File: config.mk
export PLATFORM = sky130hd
export DESIGN_NAME = pipe_hazard_ctrl_flat
export DESIGN_NICKNAME = d
export VERILOG_FILES = /design/src/rtl/pipe_hazard_ctrl_pkg.sv /design/src/rtl/pipe_hazard_ctrl_if.sv /design/src/rtl/pipe_hazard_ctrl_hazard_detect.sv /design/src/rtl/pipe_hazard_ctrl.sv /design/src/flat_wrapper.sv
export SDC_FILE = /design/constraint.sdc
export NUM_CORES = 1
export LEC_CHECK = 0
export BUFFER_PORTS_ARGS = -buffer_cell sky130_fd_sc_hd__buf_4
export CORE_MARGIN = 3
export CORE_UTILIZATION = 40
export CTS_CLUSTER_DIAMETER = 80
export DETAILED_ROUTE_END_ITERATION = 8
export PLACE_DENSITY = 0.71
export SLEW_MARGIN = 5
export SYNTH_ARGS = -nofsm -noshare
export SYNTH_HDL_FRONTEND = slang
export SYNTH_HIERARCHICAL = 1
export SYNTH_SLANG_ARGS = --single-unit
File: constraint.sdc
create_clock -name clk -period 3.55 [get_ports clk]
set_clock_uncertainty 0.05 [all_clocks]
set_input_delay 0.1775 -clock clk [delete_from_list [all_inputs] [get_ports clk]]
set_output_delay 0.1775 -clock clk [all_outputs]
set_load 0.03 [all_outputs]
File: src/rtl/pipe_hazard_ctrl_pkg.sv
// Shared definitions for the pipeline hazard controller: FSM state encoding,
// MIPS opcode constants and instruction field positions.
package pipe_hazard_ctrl_pkg;

  // 2'b11 is never entered; the controller treats it like ST_RUN.
  typedef enum logic [1:0] {
    ST_RUN     = 2'b00,
    ST_MEMWAIT = 2'b01,
    ST_ERR     = 2'b10
  } state_e;

  localparam logic [5:0] OP_RTYPE = 6'b000000;
  localparam logic [5:0] OP_LW    = 6'b100011;
  localparam logic [5:0] OP_SW    = 6'b101011;

  localparam int OP_MSB = 31;
  localparam int OP_LSB = 26;
  localparam int RS_MSB = 25;
  localparam int RS_LSB = 21;
  localparam int RT_MSB = 20;
  localparam int RT_LSB = 16;

  // rt is read as a source operand only by R-type and sw; lw writes rt.
  function automatic logic rt_is_source(input logic [5:0] op);
    return (op == OP_RTYPE) || (op == OP_SW);
  endfunction

endpackage

File: src/rtl/pipe_hazard_ctrl_if.sv
// Bundle of pipeline-side signals exchanged with the hazard controller.
// master: the pipeline datapath; slave: the controller.
interface pipe_hazard_ctrl_if #(
  parameter int CNT_W = 16
);
  logic [31:0]      id_instr;
  logic             ex_memread;
  logic [4:0]       ex_rt;
  logic             branch_taken;
  logic             dmem_req;
  logic             dmem_ready;
  logic             pc_write;
  logic             ifid_write;
  logic             ifid_flush;
  logic             idex_bubble;
  logic             idex_hold;
  logic             exmem_hold;
  logic             mem_timeout_err;
  logic [CNT_W-1:0] stall_count;
  logic [1:0]       state_o;

  modport master (
    output id_instr, ex_memread, ex_rt, branch_taken, dmem_req, dmem_ready,
    input  pc_write, ifid_write, ifid_flush, idex_bubble, idex_hold,
           exmem_hold, mem_timeout_err, stall_count, state_o
  );

  modport slave (
    input  id_instr, ex_memread, ex_rt, branch_taken, dmem_req, dmem_ready,
    output pc_write, ifid_write, ifid_flush, idex_bubble, idex_hold,
           exmem_hold, mem_timeout_err, stall_count, state_o
  );
endinterface

File: src/rtl/pipe_hazard_ctrl_hazard_detect.sv
// Load-use hazard detection: compares the ID-stage source registers against
// the destination of a load currently in EX.
module hazard_detect
  import pipe_hazard_ctrl_pkg::*;
(
  input  logic [31:0] id_instr,
  input  logic        ex_memread,
  input  logic [4:0]  ex_rt,
  output logic        load_use
);

  logic [5:0] op;
  logic [4:0] rs;
  logic [4:0] rt;
  logic       unused_low;

  assign op = id_instr[OP_MSB:OP_LSB];
  assign rs = id_instr[RS_MSB:RS_LSB];
  assign rt = id_instr[RT_MSB:RT_LSB];
  // The low half (rd/shamt/funct/immediate) never names a source register.
  assign unused_low = ^id_instr[15:0];

  // $zero never carries a real dependency, so a load to r0 is ignored.
  always_comb begin
    load_use = ex_memread && (ex_rt != 5'd0) &&
               ((rs == ex_rt) || (rt_is_source(op) && (rt == ex_rt)));
  end

endmodule

File: src/rtl/pipe_hazard_ctrl.sv
// Pipeline hazard controller: load-use stall, branch flush and data-memory
// wait handling with a timeout that latches into a sticky error state.
module pipe_hazard_ctrl
  import pipe_hazard_ctrl_pkg::*;
#(
  parameter int MEM_TIMEOUT = 15,
  parameter int CNT_W       = 16
) (
  input  logic              clk,
  input  logic              reset,
  pipe_hazard_ctrl_if.slave bus
);

  localparam int TMR_W = $clog2(MEM_TIMEOUT + 1);

  state_e           state_q, state_d;
  logic [TMR_W-1:0] timer_q, timer_d;
  logic             err_q, err_d;
  logic [CNT_W-1:0] stall_count_q, stall_count_d;

  logic load_use;
  logic mem_stall;
  logic pc_write, ifid_write, ifid_flush, idex_bubble, idex_hold, exmem_hold;

  hazard_detect u_hazard_detect (
    .id_instr   (bus.id_instr),
    .ex_memread (bus.ex_memread),
    .ex_rt      (bus.ex_rt),
    .load_use   (load_use)
  );

  assign mem_stall = bus.dmem_req && !bus.dmem_ready;

  // Next-state, wait timer and per-cycle pipeline controls.
  always_comb begin
    state_d     = state_q;
    timer_d     = timer_q;
    err_d       = err_q;
    pc_write    = 1'b1;
    ifid_write  = 1'b1;
    ifid_flush  = 1'b0;
    idex_bubble = 1'b0;
    idex_hold   = 1'b0;
    exmem_hold  = 1'b0;

    case (state_q)
      ST_ERR: begin
        pc_write   = 1'b0;
        ifid_write = 1'b0;
        idex_hold  = 1'b1;
        exmem_hold = 1'b1;
      end
      default: begin
        if (mem_stall) begin
          // Freeze everything up to MEM; branch and load-use wait their turn.
          pc_write   = 1'b0;
          ifid_write = 1'b0;
          idex_hold  = 1'b1;
          exmem_hold = 1'b1;
          if (state_q == ST_MEMWAIT) begin
            timer_d = timer_q + TMR_W'(1);
            if (timer_d == TMR_W'(MEM_TIMEOUT)) begin
              state_d = ST_ERR;
              err_d   = 1'b1;
            end else begin
              state_d = ST_MEMWAIT;
            end
          end else begin
            timer_d = '0;
            state_d = ST_MEMWAIT;
          end
        end else begin
          state_d = ST_RUN;
          timer_d = '0;
          if (bus.branch_taken) begin
            ifid_flush  = 1'b1;
            idex_bubble = 1'b1;
          end else if (load_use) begin
            pc_write    = 1'b0;
            ifid_write  = 1'b0;
            idex_bubble = 1'b1;
          end
        end
      end
    endcase

    stall_count_d = stall_count_q;
    if (!pc_write && (stall_count_q != {CNT_W{1'b1}})) begin
      stall_count_d = stall_count_q + CNT_W'(1);
    end

    // While in reset the pipeline front end is frozen and fed NOPs.
    if (!reset) begin
      pc_write    = 1'b0;
      ifid_write  = 1'b0;
      ifid_flush  = 1'b1;
      idex_bubble = 1'b1;
      idex_hold   = 1'b0;
      exmem_hold  = 1'b0;
    end
  end

  // State, timer, sticky error and stall counter registers.
  always_ff @(posedge clk or negedge reset) begin
    if (!reset) begin
      state_q       <= ST_RUN;
      timer_q       <= '0;
      err_q         <= 1'b0;
      stall_count_q <= '0;
    end else begin
      state_q       <= state_d;
      timer_q       <= timer_d;
      err_q         <= err_d;
      stall_count_q <= stall_count_d;
    end
  end

  assign bus.pc_write        = pc_write;
  assign bus.ifid_write      = ifid_write;
  assign bus.ifid_flush      = ifid_flush;
  assign bus.idex_bubble     = idex_bubble;
  assign bus.idex_hold       = idex_hold;
  assign bus.exmem_hold      = exmem_hold;
  assign bus.mem_timeout_err = err_q;
  assign bus.stall_count     = stall_count_q;
  assign bus.state_o         = state_q;

endmodule
File: src/flat_wrapper.sv
// flat-port wrapper written by rule: the top's interface ports become plain ports
module pipe_hazard_ctrl_flat import pipe_hazard_ctrl_pkg::*;
#(
  parameter int MEM_TIMEOUT = 15,
  parameter int CNT_W       = 16
)
  (clk, reset, bus_id_instr, bus_ex_memread, bus_ex_rt, bus_branch_taken, bus_dmem_req, bus_dmem_ready, bus_pc_write, bus_ifid_write, bus_ifid_flush, bus_idex_bubble, bus_idex_hold, bus_exmem_hold, bus_mem_timeout_err, bus_stall_count, bus_state_o);
  pipe_hazard_ctrl_if #(.CNT_W(CNT_W)) bus_i ();
  input  logic clk;
  input  logic reset;
  input wire logic [$bits(bus_i.id_instr)-1:0] bus_id_instr;
  input wire logic [$bits(bus_i.ex_memread)-1:0] bus_ex_memread;
  input wire logic [$bits(bus_i.ex_rt)-1:0] bus_ex_rt;
  input wire logic [$bits(bus_i.branch_taken)-1:0] bus_branch_taken;
  input wire logic [$bits(bus_i.dmem_req)-1:0] bus_dmem_req;
  input wire logic [$bits(bus_i.dmem_ready)-1:0] bus_dmem_ready;
  output wire logic [$bits(bus_i.pc_write)-1:0] bus_pc_write;
  output wire logic [$bits(bus_i.ifid_write)-1:0] bus_ifid_write;
  output wire logic [$bits(bus_i.ifid_flush)-1:0] bus_ifid_flush;
  output wire logic [$bits(bus_i.idex_bubble)-1:0] bus_idex_bubble;
  output wire logic [$bits(bus_i.idex_hold)-1:0] bus_idex_hold;
  output wire logic [$bits(bus_i.exmem_hold)-1:0] bus_exmem_hold;
  output wire logic [$bits(bus_i.mem_timeout_err)-1:0] bus_mem_timeout_err;
  output wire logic [$bits(bus_i.stall_count)-1:0] bus_stall_count;
  output wire logic [$bits(bus_i.state_o)-1:0] bus_state_o;
  assign bus_i.id_instr = bus_id_instr;
  assign bus_i.ex_memread = bus_ex_memread;
  assign bus_i.ex_rt = bus_ex_rt;
  assign bus_i.branch_taken = bus_branch_taken;
  assign bus_i.dmem_req = bus_dmem_req;
  assign bus_i.dmem_ready = bus_dmem_ready;
  assign bus_pc_write = bus_i.pc_write;
  assign bus_ifid_write = bus_i.ifid_write;
  assign bus_ifid_flush = bus_i.ifid_flush;
  assign bus_idex_bubble = bus_i.idex_bubble;
  assign bus_idex_hold = bus_i.idex_hold;
  assign bus_exmem_hold = bus_i.exmem_hold;
  assign bus_mem_timeout_err = bus_i.mem_timeout_err;
  assign bus_stall_count = bus_i.stall_count;
  assign bus_state_o = bus_i.state_o;
  pipe_hazard_ctrl #(.MEM_TIMEOUT(MEM_TIMEOUT), .CNT_W(CNT_W)) u_core (.clk(clk), .reset(reset), .bus(bus_i));
endmodule
==> results.json, run 1 <==
{
  "fin_cells": 229,
  "max_freq_mhz": 383,
  "swShare_pct": 40.5,
  "finalHoldViolCount": 0,
  "slew_viol_final": 0,
  "worst_path_dominant_cell_family": "simple AND/OR/NAND/NOR gates",
  "period_needed_ns": 2.61,
  "yosysWarnings": 6,
  "ant_nets": 0,
  "cts_resized": 0,
  "power.density_mw_per_mm2": 448,
  "synth.net_count": 179,
  "rsz0062_at_grt": "false",
  "clk_pin_slew_ns": 0.13,
  "synth_compound_gate_area_share_pct": 7.10,
  "synth_commonest_cells": "23 x dfrtp_1, 21 x xor2_1, 11 x nand2_1",
  "io_pins": 68,
  "grt_pass1_wl_um": 5630,
  "pwr-share-seq_pct": 45.6,
  "synth_fa_ha_area_share_pct": 2.70,
  "drive_above_1_share_pct": 37.3,
  "r2r-start": "u_core/bus.stall_count[0]",
  "setup_tns_ns": 0,
  "hp-class": "in -> async",
  "globalplace.congestion": 0.804,
  "grt_max_degree": 28,
  "synth_flop_cell": "dfrtp_1",
  "synth-seq-area-share_pct": 41.3,
  "postPlaceCellArea_mm2": 0.00180,
  "cp.arrival_ns": 2.38,
  "areaGrowthSynthToFinish_pct": 31.8,
  "vdd_drop_max_mv": 0.168,
  "num_vias": 1213,
  "place_inst": 224,
  "synth_cells": 133,
  "synth_top_family_by_area": "simple AND/OR/NAND/NOR gates",
  "grt-ovfl-total": 0,
  "grt_usage_pct": 16.5,
  "die_h_um": 65.0,
  "slew-limit-headroom_pct": 60.3,
  "cts_sinks": 23,
  "clockPowerShare_pct": 14.6,
  "synth_edf_count": 0,
  "drtIter0Drc": 62,
  "dieWidth_um": 65.0,
  "ctsHoldBuffers": 1,
  "fillers": 291,
  "io_buffer_count": 51,
  "cp_max_fo": 8,
  "outcome": "finished, final reports clean",
  "drc": 0,
  "synthDistinctLibCells": 38,
  "core_mm2": 0.00318,
  "clockBufferDepth": 2,
  "crit_path_end_kind": "output port",
  "r2r_cells": 6,
  "dp_hpwl_um": 2510,
  "synth.avg_cell_area_um2": 10.5,
  "grt_pass1_vias": 1244,
  "antenna_found_initial": 0,
  "die_area_mm2": 0.00423,
  "r2r_slack_ns": 1.45,
  "synth_xor_area_share_pct": 16.4,
  "reg2reg_to": "u_core/bus.stall_count[1]",
  "cp.required_ns": 3.32,
  "num_rows": 20,
  "crit_top_cell": "buf_4",
  "htree_levels": 1,
  "cts_tree": "done",
  "nets": 232,
  "finalSetupViolations": 0,
  "p_switching_uw": 333,
  "slowest_stage": "or4_1",
  "ys_top_cells_by_area": "dfrtp_1 41%, xor2_1 13%, xnor2_1 3.1%",
  "root_buffer": "clkbuf_4",
  "design_area_mm2": 0.00184,
  "synth-seq-cells": 23,
  "post_cts_buffers": 0,
  "synthDominantCellAreaShare_pct": 41.3,
  "start_kind": "input pin",
  "slowest_delay_ns": 0.53,
  "diodes": 0,
  "clk_latency_ns": 0.31,
  "cp_cell_sequence": "buf_4, or4_1, a2111oi_2, nand2_1, a21oi_1, nand2b_1, and3_1, and2_1, buf_4",
  "p_leak_nw": 0.780,
  "firstDrtPassIters": 4,
  "synth_largest_area_cell": "dfrtp_1",
  "wl_um": 3180,
  "period_share_pct": 73.5,
  "routedWlPerCell_um": 13.9,
  "synth.area.mux_share_pct": 0.809,
  "synth-simple-area-share_pct": 28.7,
  "pwr-share-comb_pct": 39.8,
  "maxCapViolCount": 0,
  "synthArstFlopShare_pct": 100,
  "tightest_slew_ns": 0.590,
  "cts_buffers": 3,
  "start_util_pct": 43.8,
  "crit_type": "in -> out",
  "viasPerCell": 5.30,
  "synth_most_common_cell": "dfrtp_1",
  "path_buf_inv": 2,
  "synth_area_mm2": 0.00139,
  "p_int_uw": 489
}
[cell usage in the layout, fill, tap and decap left out, drive strengths merged, types with 3 or more instances in the layout]
cell type   n
nor3       10
clkbuf      4
dfrtp      23
or4         4
nor2        5
buf        52
ha          3
nand3       9
o21ai       5
xnor2       5
nand4       4
nand2b      5
nand2      11
xor2       21
nor4        3
[flip-flops by register name, summed over array words and instances (netlist names)]
signal / count
u_core/bus.state_o: 2
u_core/bus.mem_timeout_err: 1
u_core/timer_q: 4
u_core/bus.stall_count: 16
[cell families after synthesis]
logic type / count (synthesis)
and+or+nand+nor: 62
xor gates and xnor gates: 26
DFF: 23
AOI/OAI and AO/OA: 12
buffers and inverters: 6
adders and majority gates: 3
muxes: 1
[routing by layer]
layer / global-route usage, % / vias to the layer above / part of all wire (%)
li1: - / 583 / -
met1: 19.3 / 600 / 43
met2: 30.1 / 28 / 53
met3: 3.81 / 2 / 3.8
met4: 3.69 / 0 / 0.38
met5: 0 / - / 0
[final cells by class]
cell class,instances,area (um^2),area share (%)
multi-input combinational,104,774,42.2
sequential,23,576,31.4
timing repair buffer,53,400,21.8
tap,44,55.1,3.00
clock buffer,4,26.3,1.43
inverter,1,3.75,0.204
[stage by stage]
stage	total power, mW	util (%)	hold slack (ns)	setup slack [ns]
3_5_place_dp	0.711	56.6	0.0541	0.801
2_1_floorplan	0.568	-	-0.168	1.13
3_3_place_gp	0.702	56.6	0.0461	0.812
4_1_cts	0.834	57.8	0.244	0.928
6_report	0.822	57.8	0.242	0.940
5_1_grt	0.882	57.8	0.260	0.801
[power groups by stage]
stage / registers [mW] / clock network (mW) / logic [mW]
2_1_floorplan: 0.461 / 0 / 0.107
3_5_place_dp: 0.381 / 0 / 0.330
5_1_grt: 0.388 / 0.139 / 0.355
4_1_cts: 0.376 / 0.127 / 0.332
6_report: 0.375 / 0.120 / 0.327
3_3_place_gp: 0.376 / 0 / 0.325
[worst max path at each step]
stage | to | slack, ns | cells after the start | startpoint
4_1_cts | bus_ifid_write | 0.93 | 9 | bus_id_instr[26]
3_3_place_gp | u_core/bus.stall_count[1] | 0.81 | 9 | bus_id_instr[26]
6_report | bus_ifid_write | 0.94 | 9 | bus_id_instr[26]
3_5_place_dp | u_core/bus.stall_count[1] | 0.80 | 9 | bus_id_instr[26]
5_1_grt | bus_ifid_write | 0.80 | 9 | bus_id_instr[26]
2_1_floorplan | bus_pc_write | 1.13 | 9 | bus_id_instr[26]
(Power assumes the default switching activity.)
==> run 2: changes to the inputs <==
Settings changed: PLACE_DENSITY 0.71 to 0.74.
Clock period 3.55 ns to 2.2 ns, I/O delays scaled along.
==> results.json, run 2 (synthesis gave the netlist of run 1 again) <==
{
  "outcome": "finished, final reports clean",
  "layout_common_cells": "52 x buf_4, 23 x dfrtp_1, 21 x xor2_1",
  "slowest_delay_ns": 0.54,
  "cts_sinks": 23,
  "fillers": 262,
  "hp-class": "in -> async",
  "p_leak_nw": 0.834,
  "dp_hpwl_um": 2590,
  "maxCapViolCount": 0,
  "nets": 237,
  "slew-limit-headroom_pct": 72.3,
  "finalHoldViolCount": 0,
  "grt_pass1_vias": 1208,
  "crit_type": "in -> out",
  "cp_max_fo": 3,
  "drtIter0Drc": 59,
  "cp.required_ns": 2.04,
  "r2r_cells": 6,
  "final_common_cell": "buf_4",
  "grt_max_degree": 28,
  "ant_nets": 0,
  "r2r_slack_ns": 0.31,
  "diodes": 0,
  "num_rows": 20,
  "wl_um": 3460,
  "crit_path_end_kind": "output port",
  "htree_levels": 1,
  "period_share_pct": 99.1,
  "fin_cells": 234,
  "io_pins": 68,
  "crit_top_cell": "buf_6",
  "rsz0062_at_grt": "true",
  "post-route-util_pct": 62.0,
  "viasPerCell": 5.32,
  "slew_viol_final": 0,
  "io_buffer_count": 51,
  "p_int_uw": 815,
  "cp_cell_sequence": "buf_6, or4_4, a2111oi_4, nand2_1, a21oi_2, nand2b_1, and3_4, and2_4, buf_6",
  "routedWlPerCell_um": 14.8,
  "p_switching_uw": 571,
  "worst_path_dominant_cell_family": "simple AND/OR/NAND/NOR gates",
  "largest_register_ffs": 16,
  "firstDrtPassIters": 5,
  "pwr-share-seq_pct": 44.2,
  "pwr-share-comb_pct": 41.5,
  "globalplace.congestion": 0.812,
  "num_vias": 1244,
  "reg2reg_to": "u_core/bus.stall_count[1]",
  "clk_latency_ns": 0.31,
  "cp.arrival_ns": 2.02,
  "areaGrowthSynthToFinish_pct": 41.5,
  "drive_above_1_share_pct": 42.1,
  "die_area_mm2": 0.00423,
  "slowest_stage": "or4_4",
  "power_mw": 1.39,
  "period_needed_ns": 2.18,
  "dieWidth_um": 65.0,
  "grt_usage_pct": 16.4,
  "grt-ovfl-total": 0,
  "root_buffer": "clkbuf_4",
  "antenna_found_initial": 0,
  "core_mm2": 0.00318,
  "drc": 0,
  "r2r-start": "u_core/bus.stall_count[0]",
  "seq_area_um2": 576,
  "tightest_slew_ns": 0.415,
  "start_util_pct": 43.8,
  "swShare_pct": 41.2,
  "cts_tree": "done",
  "grt_pass1_wl_um": 5520,
  "power.density_mw_per_mm2": 703,
  "max_freq_mhz": 459,
  "clockBufferDepth": 2,
  "multiInputGateArea_um2": 853,
  "vdd_drop_max_mv": 0.402,
  "worst-path-stages": 9,
  "cts_buffers": 3,
  "start_kind": "input pin",
  "die_h_um": 65.0,
  "place_inst": 228,
  "clockPowerShare_pct": 14.3,
  "clk_pin_slew_ns": 0.12,
  "path_buf_inv": 2,
  "finalSetupViolations": 0
}
==> run 2: changes by cell type in the layout (fill, tap and decap cells not counted), sizes merged <==
| cell | delta |
|---|---|
| buf | +5 |
==> run 2: per-stage QoR <==
stage	setup TNS (ns)	hold slack (ns)	worst slack [ns]	cell area (um^2)
after global placement	-2.47	-0.0228	-0.211	1840
final	0	0.175	0.0208	1970
after CTS	0	0.178	0.0332	1890
after global routing	-0.209	0.206	-0.0638	1970
after floorplan	0	-0.236	0.00544	1410
after detailed placement	-3.23	-0.0180	-0.270	1840
==> run 2: how the worst max path moves through the flow <==
stage / from / to
2_1_floorplan: bus_id_instr[26] / u_core/bus.stall_count[1]
4_1_cts: bus_id_instr[26] / u_core/bus.stall_count[15]
3_3_place_gp: bus_id_instr[26] / u_core/bus.stall_count[1]
6_report: bus_id_instr[31] / bus_pc_write
5_1_grt: bus_id_instr[31] / bus_pc_write
3_5_place_dp: bus_id_instr[26] / u_core/bus.stall_count[1]
==> run 2: layout make-up <==
cell class	instances	area share [%]
Sequential cell	23	29.2
Timing Repair Buffer	58	23.2
Inverter	1	0.190
Clock buffer	4	1.33
Multi-Input combinational cell	104	43.3
Tap cell	44	2.79
==> run 2: worst register-to-register path, cell delays in order, from the launching register on <==
cell and delay [ns]:
dfrtp_1 0.43, ha_1 0.21, nand4_1 0.23, nor4_2 0.27
buf_4 0.24, nor2_4 0.06, mux2_4 0.30
==> run 2: routing by layer <==
| layer | GRT usage [%] | wire length, um | vias up |
|---|---|---|---|
| met5 | 0 | 0 | - |
| met3 | 3.29 | 272 | 4 |
| met4 | 6.07 | 31 | 0 |
| met1 | 20.3 | 1400 | 589 |
| li1 | - | - | 590 |
| met2 | 28.1 | 1750 | 61 |
==> run 2: power by group through the flow <==
stage / logic (mW) / registers (mW) / clock network (mW)
final: 0.576 / 0.612 / 0.198
after floorplan: 0.175 / 0.744 / 0
after CTS: 0.548 / 0.611 / 0.205
after detailed placement: 0.543 / 0.615 / 0
after global placement: 0.528 / 0.611 / 0
after global routing: 0.612 / 0.626 / 0.221
==> run 2: what timing repair did <==
action,4_1_cts,5_1_grt
hold buffers,1,0
setup buffers,1,0
gates resized for setup,2,14
pin swaps,1,11
endpoints found under the hold margin,23,0
endpoints found under the setup margin,2,13
